===== config.mk =====
export PLATFORM = sky130hd
export DESIGN_NAME = ifu
export DESIGN_NICKNAME = d
export VERILOG_FILES = /design/src/rtl/ifu.sv
export SDC_FILE = /design/constraint.sdc
export NUM_CORES = 1
export LEC_CHECK = 0
export CAP_MARGIN = 20
export CORE_MARGIN = 10
export CORE_UTILIZATION = 45
export DETAILED_ROUTE_END_ITERATION = 10
export PLACE_DENSITY = 0.69
export SETUP_SLACK_MARGIN = 0.05
export SLEW_MARGIN = 20
export SYNTH_ARGS = -nofsm -noshare
export SYNTH_HDL_FRONTEND = slang
export SYNTH_SLANG_ARGS = --single-unit

===== constraint.sdc =====
create_clock -name clk -period 4.95 [get_ports clk]
set_input_delay 0.7425 -clock clk [delete_from_list [all_inputs] [get_ports clk]]
set_output_delay 0.7425 -clock clk [all_outputs]
set_load 0.1 [all_outputs]

===== src/rtl/ifu.sv =====
// ifu: instruction fetch unit for the single-issue RV32I core.
// Owns the program counter, issues word fetches over a req/gnt/rvalid
// instruction-memory interface and buffers in-order responses in a small
// prefetch FIFO that feeds the if_id pipeline register.
//
// Ports:
//   clk, rst                 clock, synchronous active-high reset
//   imem_req_o/imem_addr_o   fetch request and word-aligned address
//   imem_gnt_i               request accepted this cycle
//   imem_rvalid_i/rdata_i    in-order instruction response
//   jump_en_i/jump_addr_i    redirect from execute; flushes the buffer
//   inst_ready_i             downstream accepts the head instruction
//   inst_valid_o/inst_o/inst_addr_o  head instruction (NOP/0 when invalid)
module ifu #(
  parameter int unsigned DEPTH      = 4,
  parameter logic [31:0] RESET_ADDR = 32'h0000_0000
) (
  input  logic        clk,
  input  logic        rst,
  output logic        imem_req_o,
  output logic [31:0] imem_addr_o,
  input  logic        imem_gnt_i,
  input  logic        imem_rvalid_i,
  input  logic [31:0] imem_rdata_i,
  input  logic        jump_en_i,
  input  logic [31:0] jump_addr_i,
  input  logic        inst_ready_i,
  output logic        inst_valid_o,
  output logic [31:0] inst_o,
  output logic [31:0] inst_addr_o
);

  localparam int unsigned   AW      = $clog2(DEPTH);
  localparam logic [31:0]   NOP     = 32'h0000_0013;
  localparam logic [AW:0]   CNT_ONE = (AW+1)'(1);
  localparam logic [AW-1:0] PTR_ONE = AW'(1);
  localparam logic [AW+1:0] DEPTH_W = (AW+2)'(DEPTH);

  logic [31:0]   r_fetch_pc;
  logic [31:0]   r_resp_pc;
  logic [AW:0]   r_inflight;
  logic [AW:0]   r_discard;
  logic [AW:0]   r_count;
  logic [AW-1:0] r_rd_ptr;
  logic [AW-1:0] r_wr_ptr;
  logic [31:0]   r_fifo_addr [DEPTH];
  logic [31:0]   r_fifo_inst [DEPTH];

  logic          w_pop;
  logic          w_gnt;
  logic          w_push;
  logic [AW+1:0] w_credit;
  logic [31:0]   w_jump_tgt;

  assign w_jump_tgt = jump_addr_i & ~32'h0000_0003;

  assign inst_valid_o = (r_count != '0) & ~jump_en_i;
  assign inst_o       = inst_valid_o ? r_fifo_inst[r_rd_ptr] : NOP;
  assign inst_addr_o  = inst_valid_o ? r_fifo_addr[r_rd_ptr] : '0;

  assign w_pop = inst_valid_o & inst_ready_i;

  // Outstanding requests plus buffered entries (net of this cycle's pop)
  // must stay below DEPTH so every granted response has a FIFO slot.
  assign w_credit = {1'b0, r_inflight} + {1'b0, r_count}
                  - {{(AW+1){1'b0}}, w_pop};

  assign imem_req_o  = ~rst & ~jump_en_i & (w_credit < DEPTH_W);
  assign imem_addr_o = r_fetch_pc;

  assign w_gnt  = imem_req_o & imem_gnt_i;
  assign w_push = imem_rvalid_i & ~jump_en_i & (r_discard == '0);

  always_ff @(posedge clk) begin
    if (rst) begin
      r_fetch_pc <= RESET_ADDR;
      r_resp_pc  <= RESET_ADDR;
      r_inflight <= '0;
      r_discard  <= '0;
      r_count    <= '0;
      r_rd_ptr   <= '0;
      r_wr_ptr   <= '0;
    end else begin
      r_inflight <= r_inflight + (w_gnt ? CNT_ONE : '0)
                               - (imem_rvalid_i ? CNT_ONE : '0);
      if (jump_en_i) begin
        r_fetch_pc <= w_jump_tgt;
        r_resp_pc  <= w_jump_tgt;
        // inflight already counts responses doomed by earlier jumps, so
        // everything still outstanding after this cycle is to be dropped.
        if (!imem_rvalid_i)
          r_discard <= r_inflight;
        else if (r_inflight != '0)
          r_discard <= r_inflight - CNT_ONE;
        else
          r_discard <= '0;
        r_count  <= '0;
        r_rd_ptr <= '0;
        r_wr_ptr <= '0;
      end else begin
        if (w_gnt)
          r_fetch_pc <= r_fetch_pc + 32'd4;
        if (imem_rvalid_i) begin
          if (r_discard != '0)
            r_discard <= r_discard - CNT_ONE;
          else
            r_resp_pc <= r_resp_pc + 32'd4;
        end
        if (w_push)
          r_wr_ptr <= r_wr_ptr + PTR_ONE;
        if (w_pop)
          r_rd_ptr <= r_rd_ptr + PTR_ONE;
        case ({w_push, w_pop})
          2'b10:   r_count <= r_count + CNT_ONE;
          2'b01:   r_count <= r_count - CNT_ONE;
          default: r_count <= r_count;
        endcase
      end
    end
  end

  // FIFO storage needs no reset; validity is tracked by r_count.
  always_ff @(posedge clk) begin
    if (w_push && !rst) begin
      r_fifo_addr[r_wr_ptr] <= r_resp_pc;
      r_fifo_inst[r_wr_ptr] <= imem_rdata_i;
    end
  end

endmodule

==> results of run 1 <==
## state kept, by name, summed over array words and instances, names as in the netlist, named ones only
name / count
imem_addr_o: 30
r_count: 3
r_discard: 3
r_fifo_addr: 120
r_fifo_inst: 128
r_inflight: 3
r_rd_ptr: 2
r_resp_pc: 30
r_wr_ptr: 2
## area by class of cell
type                            count  area share [%]
Tap cell                          390           2.894
Clock buffer                       45           5.417
Inverter                           30          0.6826
Clock inverter                     19          0.7939
Timing Repair Buffer              170           10.64
Multi-Input combinational cell    530           26.46
Sequential cell                   323           53.11
## cell usage after synthesis, types with 16 or more instances
cell                       instances  area, um^2
sky130_fd_sc_hd__edfxtp_1        248        7447
sky130_fd_sc_hd__dfxtp_1          75        1501
sky130_fd_sc_hd__and2_1           66       412.9
sky130_fd_sc_hd__mux4_2           62        1396
sky130_fd_sc_hd__nand2_1          48       180.2
sky130_fd_sc_hd__nor2_1           40       150.1
sky130_fd_sc_hd__clkbuf_1         38       142.6
sky130_fd_sc_hd__inv_1            29       108.9
sky130_fd_sc_hd__xnor2_1          28       245.2
sky130_fd_sc_hd__a21oi_1          25       125.1
sky130_fd_sc_hd__nand3_1          24       120.1
sky130_fd_sc_hd__a211oi_1         23       172.7
sky130_fd_sc_hd__ha_1             18       225.2
sky130_fd_sc_hd__nand4_1          16       100.1
## worst max-delay path by stage
stage | start | to | slack [ns] | cells past startpoint
5_1_grt | jump_en_i | r_inflight[2] | 0.61 | 18
2_1_floorplan | jump_en_i | imem_req_o | 0.52 | 11
3_5_place_dp | jump_en_i | r_inflight[2] | 0.34 | 18
3_3_place_gp | jump_en_i | r_inflight[2] | 0.39 | 18
4_1_cts | jump_en_i | r_inflight[2] | 0.86 | 18
6_report | jump_en_i | r_inflight[2] | 0.85 | 18
## layer usage
| metal | up-vias | routed length, um |
|---|---|---|
| met3 | 46 | 2071 |
| met4 | 0 | 561 |
| met2 | 276 | 14150 |
| met5 | - | 0 |
| met1 | 4249 | 14610 |
| li1 | 3926 | - |
## stage by stage
step	area, um^2	std cells
6_report	16860	1507
5_1_grt	16860	1507
4_1_cts	16860	1507
3_5_place_dp	15820	1443
3_3_place_gp	15820	1443
2_1_floorplan	13750	937
## worst max-delay path, cell delays in order
cell and delay, ns:
sky130_fd_sc_hd__clkdlybuf4s50_1 0.49, sky130_fd_sc_hd__nor2_4 0.14, sky130_fd_sc_hd__and2_1 0.19, sky130_fd_sc_hd__ha_1 0.16, sky130_fd_sc_hd__inv_1 0.04, sky130_fd_sc_hd__ha_1 0.25
sky130_fd_sc_hd__and3b_1 0.25, sky130_fd_sc_hd__or4_1 0.59, sky130_fd_sc_hd__nand2_4 0.20, sky130_fd_sc_hd__inv_4 0.14, sky130_fd_sc_hd__ha_1 0.30, sky130_fd_sc_hd__inv_1 0.05
sky130_fd_sc_hd__ha_1 0.12, sky130_fd_sc_hd__inv_1 0.05, sky130_fd_sc_hd__fa_1 0.37, sky130_fd_sc_hd__xnor2_1 0.18, sky130_fd_sc_hd__xnor2_1 0.14, sky130_fd_sc_hd__nor2_1 0.06
## power by group through the flow
stage | clock network (mW) | logic (mW) | registers, mW
finish | 2.39 | 0.671 | 3.07
CTS | 2.45 | 0.674 | 3.07
detailed placement | 0 | 0.671 | 3.13
global placement | 0 | 0.664 | 3.12
floorplan | 0 | 0.353 | 3.22
global route | 2.56 | 0.722 | 3.08
## kinds of logic after synthesis
family / after synthesis / share of synthesized area (%)
flip-flops: 323 / 65.14
AND/OR/NAND/NOR: 271 / 10.78
AO/OA/AOI/OAI: 130 / 6.585
buffers and inverters: 84 / 2.587
multiplexers: 66 / 10.46
XOR/XNOR: 39 / 2.487
adder cells (fa/ha/maj): 20 / 1.931
other: 1 / 0.02730
==> impl_table.tex, run 1 <==
\begin{tabular}{lr}
\hline
Metric & Value \\
\hline
\multicolumn{2}{l}{\textbf{Layout}} \\
Register area & 0.008956 mm\^{}2 \\
Fill cell instance count of the final layout & 2346 \\
Combined area of the multi-input logic cells & 0.004462 mm\^{}2 \\
Commonest cells after routing, fill and taps aside & sky130\_fd\_sc\_hd\_\_edfxtp\_1, sky130\_fd\_sc\_hd\_\_clkdlybuf4s50\_1, sky130\_fd\_sc\_hd\_\_dfxtp\_1 \\
Final Net Count & 1180 \\
Most frequent standard cell in the layout excluding fill and tap cells & sky130\_fd\_sc\_hd\_\_edfxtp\_1 \\
Synth-to-Final Area Change & 22.75\% \\
Share of cells above drive strength 1 & 17.73\% \\
Core utilization of the finished layout & 56.44\% \\
Antenna fix cells & 0 \\
\multicolumn{2}{l}{\textbf{Timing}} \\
Max-Slew Margin vs Limit & 29.61\% \\
Max Transition Viols Final & 0 \\
Min Hold Slack & 0.5218 ns \\
Setup clock skew after layout & 0.01579 ns \\
Highest achievable clock rate & 0.2436 GHz \\
Transition time at the pin with the least slew margin & 1.053 ns \\
Minimum clock period after layout & 4.104 ns \\
Post-route fraction of the period consumed by the critical path & 82.92\% \\
Setup slack of the critical path after layout & 0.8457 ns \\
Unrepaired setup endpoints after global routing & false \\
Setup total negative slack & 0 ns \\
Final-report setup violation count & 0 \\
Number of hold-slack violations in the final timing report & 0 \\
\multicolumn{2}{l}{\textbf{Worst hold path}} \\
Class of the tightest hold or removal check & reg -> reg \\
Startpoint of the most critical hold path & r\_count[2] \\
Terminating pin of the worst hold path & r\_count[2] \\
Cells on Worst Hold Path & 2 \\
\multicolumn{2}{l}{\textbf{GRT}} \\
Wire length of the first global-routing pass & 49330 um \\
Maximum number of pins on one net before global-route repair & 63 \\
Met2 track demand over resource in global routing & 24.21\% \\
Met3 layer usage reported by global route & 3.838\% \\
Most used routing layer & met2 \\
GRT met1 Usage & 23.04\% \\
GRT Total Usage & 16.15\% \\
Vias in the first global route & 8504 \\
Global route overflow & 0 \\
Antenna violations before repair & 0 \\
\multicolumn{2}{l}{\textbf{Drt}} \\
Antenna Violating Nets Remaining & 0 \\
DRC violation count after routing & 0 \\
Number of iterations in the first detailed-routing pass & 5 \\
Routed length per instance & 20.83 um \\
Count of vias placed by the detailed router & 8497 \\
Post-DR vias/cell & 5.638 \\
Number of DRC markers after the initial detailed-route iteration & 528 \\
DRT Wirelength & 31400 um \\
\multicolumn{2}{l}{\textbf{Pwr}} \\
Logic gate share of total power & 10.9\% \\
Switching Fraction & 25.20\% \\
P\_int & 4.590 mW \\
Pwr per Cell Area & 363.9 mW/mm\^{}2 \\
Share of power burned in the clock network & 39.0\% \\
Static Leakage & 5.464 nW \\
Total power draw & 6.136 mW \\
Switch Pwr & 1.547 mW \\
Highest ir drop seen on vdd & 0.2332 mV \\
Portion of total power attributed to sequential cells & 50.1\% \\
\multicolumn{2}{l}{\textbf{Synthesis}} \\
Most used DFF post-synth & sky130\_fd\_sc\_hd\_\_edfxtp\_1 \\
Number of distinct library cell variants in the gate-level netlist after synthesis & 56 \\
Part of the Yosys area used for sequential elements & 65.14\% \\
Post-synth ARST share & 0\% \\
Post-synth design cell area & 0.01374 mm\^{}2 \\
Number of warnings printed during yosys synthesis & 0 \\
Syn avg cell area & 14.71 um\^{}2 \\
Post-synth EDFFs & 248 \\
Synthesized netlist cell count & 934 \\
FF+latch count, synth & 323 \\
\multicolumn{2}{l}{\textbf{Floorplan}} \\
Die area & 0.03792 mm\^{}2 \\
\# IOs & 168 \\
Number of placement rows & 63 \\
Placeable core area & 0.02987 mm\^{}2 \\
Floorplan die height & 194.7 um \\
Die boundary width & 194.7 um \\
Initial core utilization & 45.98\% \\
\multicolumn{2}{l}{\textbf{Outcome}} \\
Outcome & finished, final reports clean \\
\multicolumn{2}{l}{\textbf{Clock network}} \\
Number of sinks on the clock net & 323 \\
Buffer cell driving the clock tree root & sky130\_fd\_sc\_hd\_\_clkbuf\_16 \\
Number of buffers inserted during clock tree synthesis & 35 \\
Post-CTS Setup Inserts & 0 \\
Number of H-tree branching levels & 2 \\
Resized cells post-CTS & 0 \\
Buffer levels on the longest clock path & 3 \\
Post-CTS Hold Buffers & 0 \\
Later-pin clock latency in the skew report & 0.51 ns \\
Clock edge transition at the registers on the reported setup and hold paths & 0.06 ns \\
TritonCTS clock tree & done \\
\multicolumn{2}{l}{\textbf{Critical path}} \\
FF-to-FF End & r\_inflight[2] \\
Critical path launch point type & primary input \\
Crit path kind & in -> reg \\
Worst Path Arrival & 4.47 ns \\
Endpoint kind of the worst setup timing path & register \\
Reg2Reg Setup Slack & 0.95 ns \\
Worst flop-to-flop path startpoint & r\_count[2] \\
Biggest fanout along the worst timing path & 28 \\
Number of cells on the worst reg-to-reg path & 19 \\
Required time reported for the critical path endpoint & 5.32 ns \\
\multicolumn{2}{l}{\textbf{Placement}} \\
Pre-CTS worst setup slack & 0.3391 ns \\
Number of buffers added on ports & 161 \\
Routability congestion estimate & 0.8326 \\
Detailed Place HPWL & 19370 um \\
\multicolumn{2}{l}{\textbf{Job}} \\
\# Max-Cap Violations & 0 \\
\hline
\end{tabular}
(Power assumes the default switching activity.)
==> inputs of run 2 (changes only) <==
==> constraint.sdc (replaced) <==
create_clock -name clk -period 4.1 [get_ports clk]
set_input_delay 0.615 -clock clk [delete_from_list [all_inputs] [get_ports clk]]
set_output_delay 0.615 -clock clk [all_outputs]
set_load 0.1 [all_outputs]
==> impl_table.tex, run 2 (synthesis gave the netlist of run 1 again) <==
\begin{tabular}{lr}
\hline
Metric & Value \\
\hline
\multicolumn{2}{l}{\textbf{Outcome}} \\
Outcome & finished, final reports clean (unchanged) \\
\multicolumn{2}{l}{\textbf{GRT}} \\
GRT Total Usage & 16.08\% (was 16.15\%) \\
Antenna violations before repair & 0 (unchanged) \\
Global route overflow & 0 (unchanged) \\
Wire length of the first global-routing pass & 49170 um (was 49330 um) \\
Vias in the first global route & 8508 (was 8504) \\
Maximum number of pins on one net before global-route repair & 74 (was 63) \\
\multicolumn{2}{l}{\textbf{Pwr}} \\
Static Leakage & 5.733 nW (was 5.464 nW) \\
Pwr per Cell Area & 435.6 mW/mm\^{}2 (was 363.9 mW/mm\^{}2) \\
Total power draw & 7.698 mW (was 6.136 mW) \\
Highest ir drop seen on vdd & 0.2316 mV (was 0.2332 mV) \\
\multicolumn{2}{l}{\textbf{Layout}} \\
Antenna fix cells & 0 (unchanged) \\
Synth-to-Final Area Change & 28.64\% (was 22.75\%) \\
Share of cells above drive strength 1 & 18.82\% (was 17.73\%) \\
Most frequent standard cell in the layout excluding fill and tap cells & sky130\_fd\_sc\_hd\_\_edfxtp\_1 (unchanged) \\
Most flops, register & r\_fifo\_inst (unchanged) \\
Regs by FF count & r\_fifo\_inst x128, r\_fifo\_addr x120 (unchanged) \\
Max FFs per register & 128 (unchanged) \\
Non-filler cells in the finished layout & 1522 (was 1507) \\
Final Net Count & 1196 (was 1180) \\
Commonest cells after routing, fill and taps aside & sky130\_fd\_sc\_hd\_\_edfxtp\_1, sky130\_fd\_sc\_hd\_\_clkdlybuf4s50\_1, sky130\_fd\_sc\_hd\_\_dfxtp\_1 (unchanged) \\
Layout Cell Area excl Fill & 0.01767 mm\^{}2 (was 0.01686 mm\^{}2) \\
\multicolumn{2}{l}{\textbf{Drt}} \\
Antenna Violating Nets Remaining & 0 (unchanged) \\
Number of iterations in the first detailed-routing pass & 5 (unchanged) \\
Count of vias placed by the detailed router & 8543 (was 8497) \\
Post-DR vias/cell & 5.613 (was 5.638) \\
Wire length on met3 & 2314 um (was 2071 um) \\
Number of DRC markers after the initial detailed-route iteration & 586 (was 528) \\
Met2 routed WL & 14430 um (was 14150 um) \\
Routed length per instance & 20.53 um (was 20.83 um) \\
DRT Wirelength & 31250 um (was 31400 um) \\
Uppermost layer routed & met4 (unchanged) \\
DRC violation count after routing & 0 (unchanged) \\
Met1 routed wirelength after detailed routing & 14080 um (was 14610 um) \\
\multicolumn{2}{l}{\textbf{Timing}} \\
Minimum clock period after layout & 3.702 ns \\
Post-route fraction of the period consumed by the critical path & 90.29\% \\
Max Transition Viols Final & 0 (unchanged) \\
Highest achievable clock rate & 0.2701 GHz \\
Min Hold Slack & 0.5122 ns (was 0.5218 ns) \\
Final-report setup violation count & 0 (unchanged) \\
Transition time at the pin with the least slew margin & 1.040 ns (was 1.053 ns) \\
Number of hold-slack violations in the final timing report & 0 (unchanged) \\
Unrepaired setup endpoints after global routing & false (unchanged) \\
Max-Slew Margin vs Limit & 30.48\% (was 29.61\%) \\
Setup total negative slack & 0 ns (unchanged) \\
Setup clock skew after layout & 0.01676 ns (was 0.01579 ns) \\
\multicolumn{2}{l}{\textbf{Placement}} \\
Number of buffers added on ports & 161 (unchanged) \\
Routability congestion estimate & 0.8218 (was 0.8326) \\
Cell count after placement & 1458 (was 1443) \\
Instance area after placement & 0.01651 mm\^{}2 (was 0.01582 mm\^{}2) \\
Detailed Place HPWL & 20440 um (was 19370 um) \\
\multicolumn{2}{l}{\textbf{Floorplan}} \\
Die area & 0.03792 mm\^{}2 (unchanged) \\
\# IOs & 168 (unchanged) \\
Die boundary width & 194.7 um (unchanged) \\
Initial core utilization & 45.98\% (unchanged) \\
Number of placement rows & 63 (unchanged) \\
Floorplan die height & 194.7 um (unchanged) \\
Placeable core area & 0.02987 mm\^{}2 (unchanged) \\
\multicolumn{2}{l}{\textbf{Critical path}} \\
Required time reported for the critical path endpoint & 3.48 ns (was 5.32 ns) \\
Biggest fanout along the worst timing path & 5 (was 28) \\
Number of cells on the worst reg-to-reg path & 19 (unchanged) \\
Worst Path Arrival & 3.09 ns (was 4.47 ns) \\
Endpoint kind of the worst setup timing path & primary output (was register) \\
Crit path kind & reg -> out (was in -> reg) \\
Critical path launch point type & register (was primary input) \\
\multicolumn{2}{l}{\textbf{Clock network}} \\
Number of sinks on the clock net & 323 (unchanged) \\
Resized cells post-CTS & 0 (unchanged) \\
Number of H-tree branching levels & 2 (unchanged) \\
Clock edge transition at the registers on the reported setup and hold paths & 0.06 ns (about the same) \\
Buffer cell driving the clock tree root & sky130\_fd\_sc\_hd\_\_clkbuf\_16 (unchanged) \\
Post-CTS Setup Inserts & 0 (unchanged) \\
Post-CTS Hold Buffers & 0 (unchanged) \\
Number of buffers inserted during clock tree synthesis & 36 (was 35) \\
TritonCTS clock tree & done (unchanged) \\
Later-pin clock latency in the skew report & 0.51 ns (about the same) \\
Buffer levels on the longest clock path & 3 (unchanged) \\
\multicolumn{2}{l}{\textbf{Job}} \\
\# Max-Cap Violations & 0 (unchanged) \\
\multicolumn{2}{l}{\textbf{Worst hold path}} \\
Class of the tightest hold or removal check & reg -> reg (unchanged) \\
Cells on Worst Hold Path & 2 (unchanged) \\
\hline
\end{tabular}
==> run 2: cell types whose count changed in the layout (fill, tap and decap cells not counted), moves of 2 or more <==
cell,change
sky130_fd_sc_hd__clkinv_1,+3
sky130_fd_sc_hd__clkbuf_16,+2
sky130_fd_sc_hd__buf_12,+46
sky130_fd_sc_hd__buf_4,-31
sky130_fd_sc_hd__bufinv_16,+3
sky130_fd_sc_hd__clkinvlp_4,-2
sky130_fd_sc_hd__clkinv_2,-5
sky130_fd_sc_hd__clkbuf_1,-2
==> run 2: metal layers <==
metal	global-route usage, %	vias up
li1	-	3956
met1	22.39	4260
met2	24.65	286
met3	4.268	41
met4	3.549	0
met5	0	-
==> run 2: layout make-up <==
type | count | area [um^2]
Tap cell | 390 | 488.0
Inverter | 30 | 115.1
Clock inverter | 18 | 195.2
Clock buffer | 46 | 969.7
Multi-Input combinational cell | 530 | 4464
Timing Repair Buffer | 185 | 2482
Sequential cell | 323 | 8956
Fill cell | 2300 | 12200
==> run 2: worst max-delay path, cell delays in order (launching register included) <==
cell	delay, ns
sky130_fd_sc_hd__dfxtp_1	0.33
sky130_fd_sc_hd__nor3_1	0.21
sky130_fd_sc_hd__buf_4	0.21
sky130_fd_sc_hd__nor2_4	0.05
sky130_fd_sc_hd__and2_4	0.15
sky130_fd_sc_hd__ha_1	0.17
sky130_fd_sc_hd__inv_1	0.06
sky130_fd_sc_hd__ha_1	0.22
sky130_fd_sc_hd__and3b_1	0.19
sky130_fd_sc_hd__buf_4	0.15
sky130_fd_sc_hd__nor4_1	0.24
sky130_fd_sc_hd__a21oi_1	0.13
sky130_fd_sc_hd__nor2_1	0.25
sky130_fd_sc_hd__buf_12	0.22
==> run 2: final timing paths <==
check	start	slack, ns	endpoint
max	r_count[2]	0.40	imem_req_o
min reg2reg	r_count[2]	0.51	r_count[2]
max reg2reg	r_count[2]	0.41	r_inflight[2]
min	r_count[2]	0.51	r_count[2]
==> run 2: report_power, final <==
group          switching [mW]  leakage, nW  internal [mW]
sequential             0.0957         2.88           3.61
clock                    1.22        0.565           1.93
combinational           0.538         2.29          0.303
total                    1.86         5.73           5.84
==> run 2: stage by stage <==
stage	worst slack, ns	utilization, %
floorplan	0.05307	-
global placement	0.03123	55.25
detailed placement	-0.02862	55.25
CTS	0.3738	59.15
global route	0.1411	59.15
finish	0.3980	59.15
==> inputs of run 3 (changes only) <==
--- a/config.mk
+++ b/config.mk
@@ -7,9 +7,9 @@
 export LEC_CHECK = 0
 export CAP_MARGIN = 20
 export CORE_MARGIN = 10
-export CORE_UTILIZATION = 45
+export CORE_UTILIZATION = 55
 export DETAILED_ROUTE_END_ITERATION = 10
-export PLACE_DENSITY = 0.69
+export PLACE_DENSITY = 0.81
 export SETUP_SLACK_MARGIN = 0.05
 export SLEW_MARGIN = 20
 export SYNTH_ARGS = -nofsm -noshare
==> impl_table.tex, run 3 (synthesis gave the netlist of run 1 again) <==
\begin{tabular}{lr}
\hline
Metric & Value \\
\hline
\multicolumn{2}{l}{\textbf{Outcome}} \\
Outcome & finished, final reports clean (unchanged) \\
\multicolumn{2}{l}{\textbf{Layout}} \\
Most frequent standard cell in the layout excluding fill and tap cells & sky130\_fd\_sc\_hd\_\_edfxtp\_1 (unchanged) \\
Max FFs per register & 128 (unchanged) \\
Share of cells above drive strength 1 & 19.81\% (was 18.82\%) \\
Final Net Count & 1197 (was 1196) \\
Most flops, register & r\_fifo\_inst (unchanged) \\
Regs by FF count & r\_fifo\_inst x128, r\_fifo\_addr x120 (unchanged) \\
Commonest cells after routing, fill and taps aside & sky130\_fd\_sc\_hd\_\_edfxtp\_1, sky130\_fd\_sc\_hd\_\_clkdlybuf4s50\_1, sky130\_fd\_sc\_hd\_\_dfxtp\_1 (unchanged) \\
Antenna fix cells & 0 (unchanged) \\
Synth-to-Final Area Change & 27.39\% (was 28.64\%) \\
Non-filler cells in the finished layout & 1455 (was 1522) \\
\multicolumn{2}{l}{\textbf{Pwr}} \\
Switch Pwr & 1.835 mW (was 1.858 mW) \\
Share of power burned in the clock network & 38.8\% (was 40.9\%) \\
Highest ir drop seen on vdd & 0.2819 mV (was 0.2316 mV) \\
Total power draw & 7.441 mW (was 7.698 mW) \\
P\_int & 5.606 mW (was 5.840 mW) \\
Switching Fraction & 24.66\% (was 24.13\%) \\
Logic gate share of total power & 11.4\% (was 10.9\%) \\
Static Leakage & 5.705 nW (was 5.733 nW) \\
Pwr per Cell Area & 425.2 mW/mm\^{}2 (was 435.6 mW/mm\^{}2) \\
Portion of total power attributed to sequential cells & 49.9\% (was 48.2\%) \\
\multicolumn{2}{l}{\textbf{Placement}} \\
Number of buffers added on ports & 161 (unchanged) \\
Detailed Place HPWL & 20430 um (was 20440 um) \\
Pre-CTS worst setup slack & -0.006467 ns (was -0.02862 ns) \\
Routability congestion estimate & 0.8867 (was 0.8218) \\
Cell count after placement & 1398 (was 1458) \\
\multicolumn{2}{l}{\textbf{Clock network}} \\
Number of H-tree branching levels & 1 (was 2) \\
Clock edge transition at the registers on the reported setup and hold paths & 0.07 ns (was 0.06 ns) \\
TritonCTS clock tree & done (unchanged) \\
Number of buffers inserted during clock tree synthesis & 31 (was 36) \\
Buffer levels on the longest clock path & 3 (unchanged) \\
Resized cells post-CTS & 0 (unchanged) \\
Buffer cell driving the clock tree root & sky130\_fd\_sc\_hd\_\_clkbuf\_16 (unchanged) \\
Post-CTS Hold Buffers & 0 (unchanged) \\
Number of sinks on the clock net & 323 (unchanged) \\
Post-CTS Setup Inserts & 0 (unchanged) \\
Later-pin clock latency in the skew report & 0.55 ns (was 0.51 ns) \\
\multicolumn{2}{l}{\textbf{Critical path}} \\
Cell-by-cell listing of the critical path & nor3\_1, buf\_4, nor2\_4, and2\_4, ha\_1, inv\_1, ha\_1, and3b\_1, buf\_4, nor4\_1, a21oi\_1, nor2\_1, buf\_12 (unchanged) \\
Biggest fanout along the worst timing path & 5 (unchanged) \\
Worst Path Arrival & 3.13 ns (was 3.09 ns) \\
Required time reported for the critical path endpoint & 3.48 ns (about the same) \\
Library cell contributing the largest single delay on the critical path & sky130\_fd\_sc\_hd\_\_dfxtp\_1 (unchanged) \\
Critical Path Max Stage Delay & 0.34 ns (was 0.33 ns) \\
Endpoint kind of the worst setup timing path & primary output (unchanged) \\
Setup crit start & r\_count[2] (unchanged) \\
Worst flop-to-flop path startpoint & r\_inflight[2] (was r\_count[2]) \\
Crit path kind & reg -> out (unchanged) \\
Critical path launch point type & register (unchanged) \\
\multicolumn{2}{l}{\textbf{Drt}} \\
DRT Wirelength & 31620 um (was 31250 um) \\
DRC violation count after routing & 0 (unchanged) \\
Count of vias placed by the detailed router & 8751 (was 8543) \\
Number of DRC markers after the initial detailed-route iteration & 724 (was 586) \\
Antenna Violating Nets Remaining & 0 (unchanged) \\
Number of iterations in the first detailed-routing pass & 5 (unchanged) \\
Routed length per instance & 21.73 um (was 20.53 um) \\
Post-DR vias/cell & 6.014 (was 5.613) \\
\multicolumn{2}{l}{\textbf{Floorplan}} \\
\# IOs & 168 (unchanged) \\
Initial core utilization & 56.16\% (was 45.98\%) \\
Floorplan die height & 178.0 um (was 194.7 um) \\
Die boundary width & 178.0 um (was 194.7 um) \\
Number of placement rows & 57 (was 63) \\
Die area & 0.03170 mm\^{}2 (was 0.03792 mm\^{}2) \\
Placeable core area & 0.02446 mm\^{}2 (was 0.02987 mm\^{}2) \\
\multicolumn{2}{l}{\textbf{GRT}} \\
Global route overflow & 0 (unchanged) \\
Wire length of the first global-routing pass & 49850 um (was 49170 um) \\
GRT Total Usage & 19.83\% (was 16.08\%) \\
Antenna violations before repair & 0 (unchanged) \\
Vias in the first global route & 8927 (was 8508) \\
Maximum number of pins on one net before global-route repair & 63 (was 74) \\
\multicolumn{2}{l}{\textbf{Worst hold path}} \\
Class of the tightest hold or removal check & reg -> reg (unchanged) \\
Startpoint of the most critical hold path & imem\_addr\_o[16] (was r\_count[2]) \\
\multicolumn{2}{l}{\textbf{Timing}} \\
Max Transition Viols Final & 0 (unchanged) \\
Post-route fraction of the period consumed by the critical path & 91.38\% (was 90.29\%) \\
Final-report setup violation count & 0 (unchanged) \\
Transition time at the pin with the least slew margin & 1.032 ns (was 1.040 ns) \\
Unrepaired setup endpoints after global routing & false (unchanged) \\
Number of hold-slack violations in the final timing report & 0 (unchanged) \\
Setup clock skew after layout & 0.008344 ns (was 0.01676 ns) \\
Setup slack of the critical path after layout & 0.3535 ns (was 0.3980 ns) \\
Min Hold Slack & 0.5166 ns (was 0.5122 ns) \\
Highest achievable clock rate & 0.2669 GHz (was 0.2701 GHz) \\
Minimum clock period after layout & 3.746 ns (was 3.702 ns) \\
Max-Slew Margin vs Limit & 31.01\% (was 30.48\%) \\
Setup total negative slack & 0 ns (unchanged) \\
\multicolumn{2}{l}{\textbf{Job}} \\
\# Max-Cap Violations & 0 (unchanged) \\
\hline
\end{tabular}
[run 3: cell types whose count changed in the layout (fill, tap and decap cells not counted), moves of 3 or more]
cell                         before  now
sky130_fd_sc_hd__clkbuf_1         8    1
sky130_fd_sc_hd__clkbuf_16       37   33
sky130_fd_sc_hd__clkinv_1         7    2
sky130_fd_sc_hd__clkinvlp_4       1    4
sky130_fd_sc_hd__clkinv_2         3    8
sky130_fd_sc_hd__buf_4           20   28
sky130_fd_sc_hd__clkbuf_8         1    6
[run 3: cell type report]
cell class                      count  area, um^2
Sequential cell                   323        8954
Fill cell                        1515        6963
Multi-Input combinational cell    530        4464
Timing Repair Buffer              191        2502
Clock buffer                       40       912.1
Tap cell                          324       405.4
Clock inverter                     17       146.4
Inverter                           30       115.1
[run 3: path summary, 6_finish.rpt]
| check | end | slack, ns | cells after the start |
|---|---|---|---|
| worst max-delay path | imem_req_o | 0.35 | 13 |
| worst min-delay path | imem_addr_o[16] | 0.52 | 2 |
| worst max register to register | r_inflight[2] | 0.43 | 16 |
| worst min register to register | imem_addr_o[16] | 0.52 | 2 |
[run 3: metal layers]
metal	GRT usage, %	up-vias	share of wire [%]
met1	26.81	4340	42
met2	31.91	396	48
met5	0	-	0
met4	5.696	0	2.1
li1	-	3964	-
met3	4.207	51	7.9
[run 3: worst max-delay path, delay by kind of cell (launching register included)]
kind / cells / cell delay [ns]
AND/OR/NAND/NOR: 6 / 1.11
buffers and inverters: 4 / 0.60
adder cells (fa/ha/maj): 2 / 0.37
flip-flops: 1 / 0.34
AO/OA/AOI/OAI: 1 / 0.15
[run 3: through the flow]
| stage | instance area [um^2] | util [%] |
|---|---|---|
| detailed placement | 16440 | 67.21 |
| floorplan | 13760 | - |
| finish | 17500 | 71.54 |
| global route | 17500 | 71.54 |
| global placement | 16440 | 67.21 |
| CTS | 17500 | 71.54 |
[run 3: power by group through the flow]
stage	Sequential (mW)	Combinational [mW]	Clock [mW]
6_report	3.71	0.845	2.89
5_1_grt	3.72	0.905	3.04
4_1_cts	3.71	0.846	2.92
3_5_place_dp	3.78	0.838	0
3_3_place_gp	3.77	0.821	0
2_1_floorplan	3.89	0.427	0
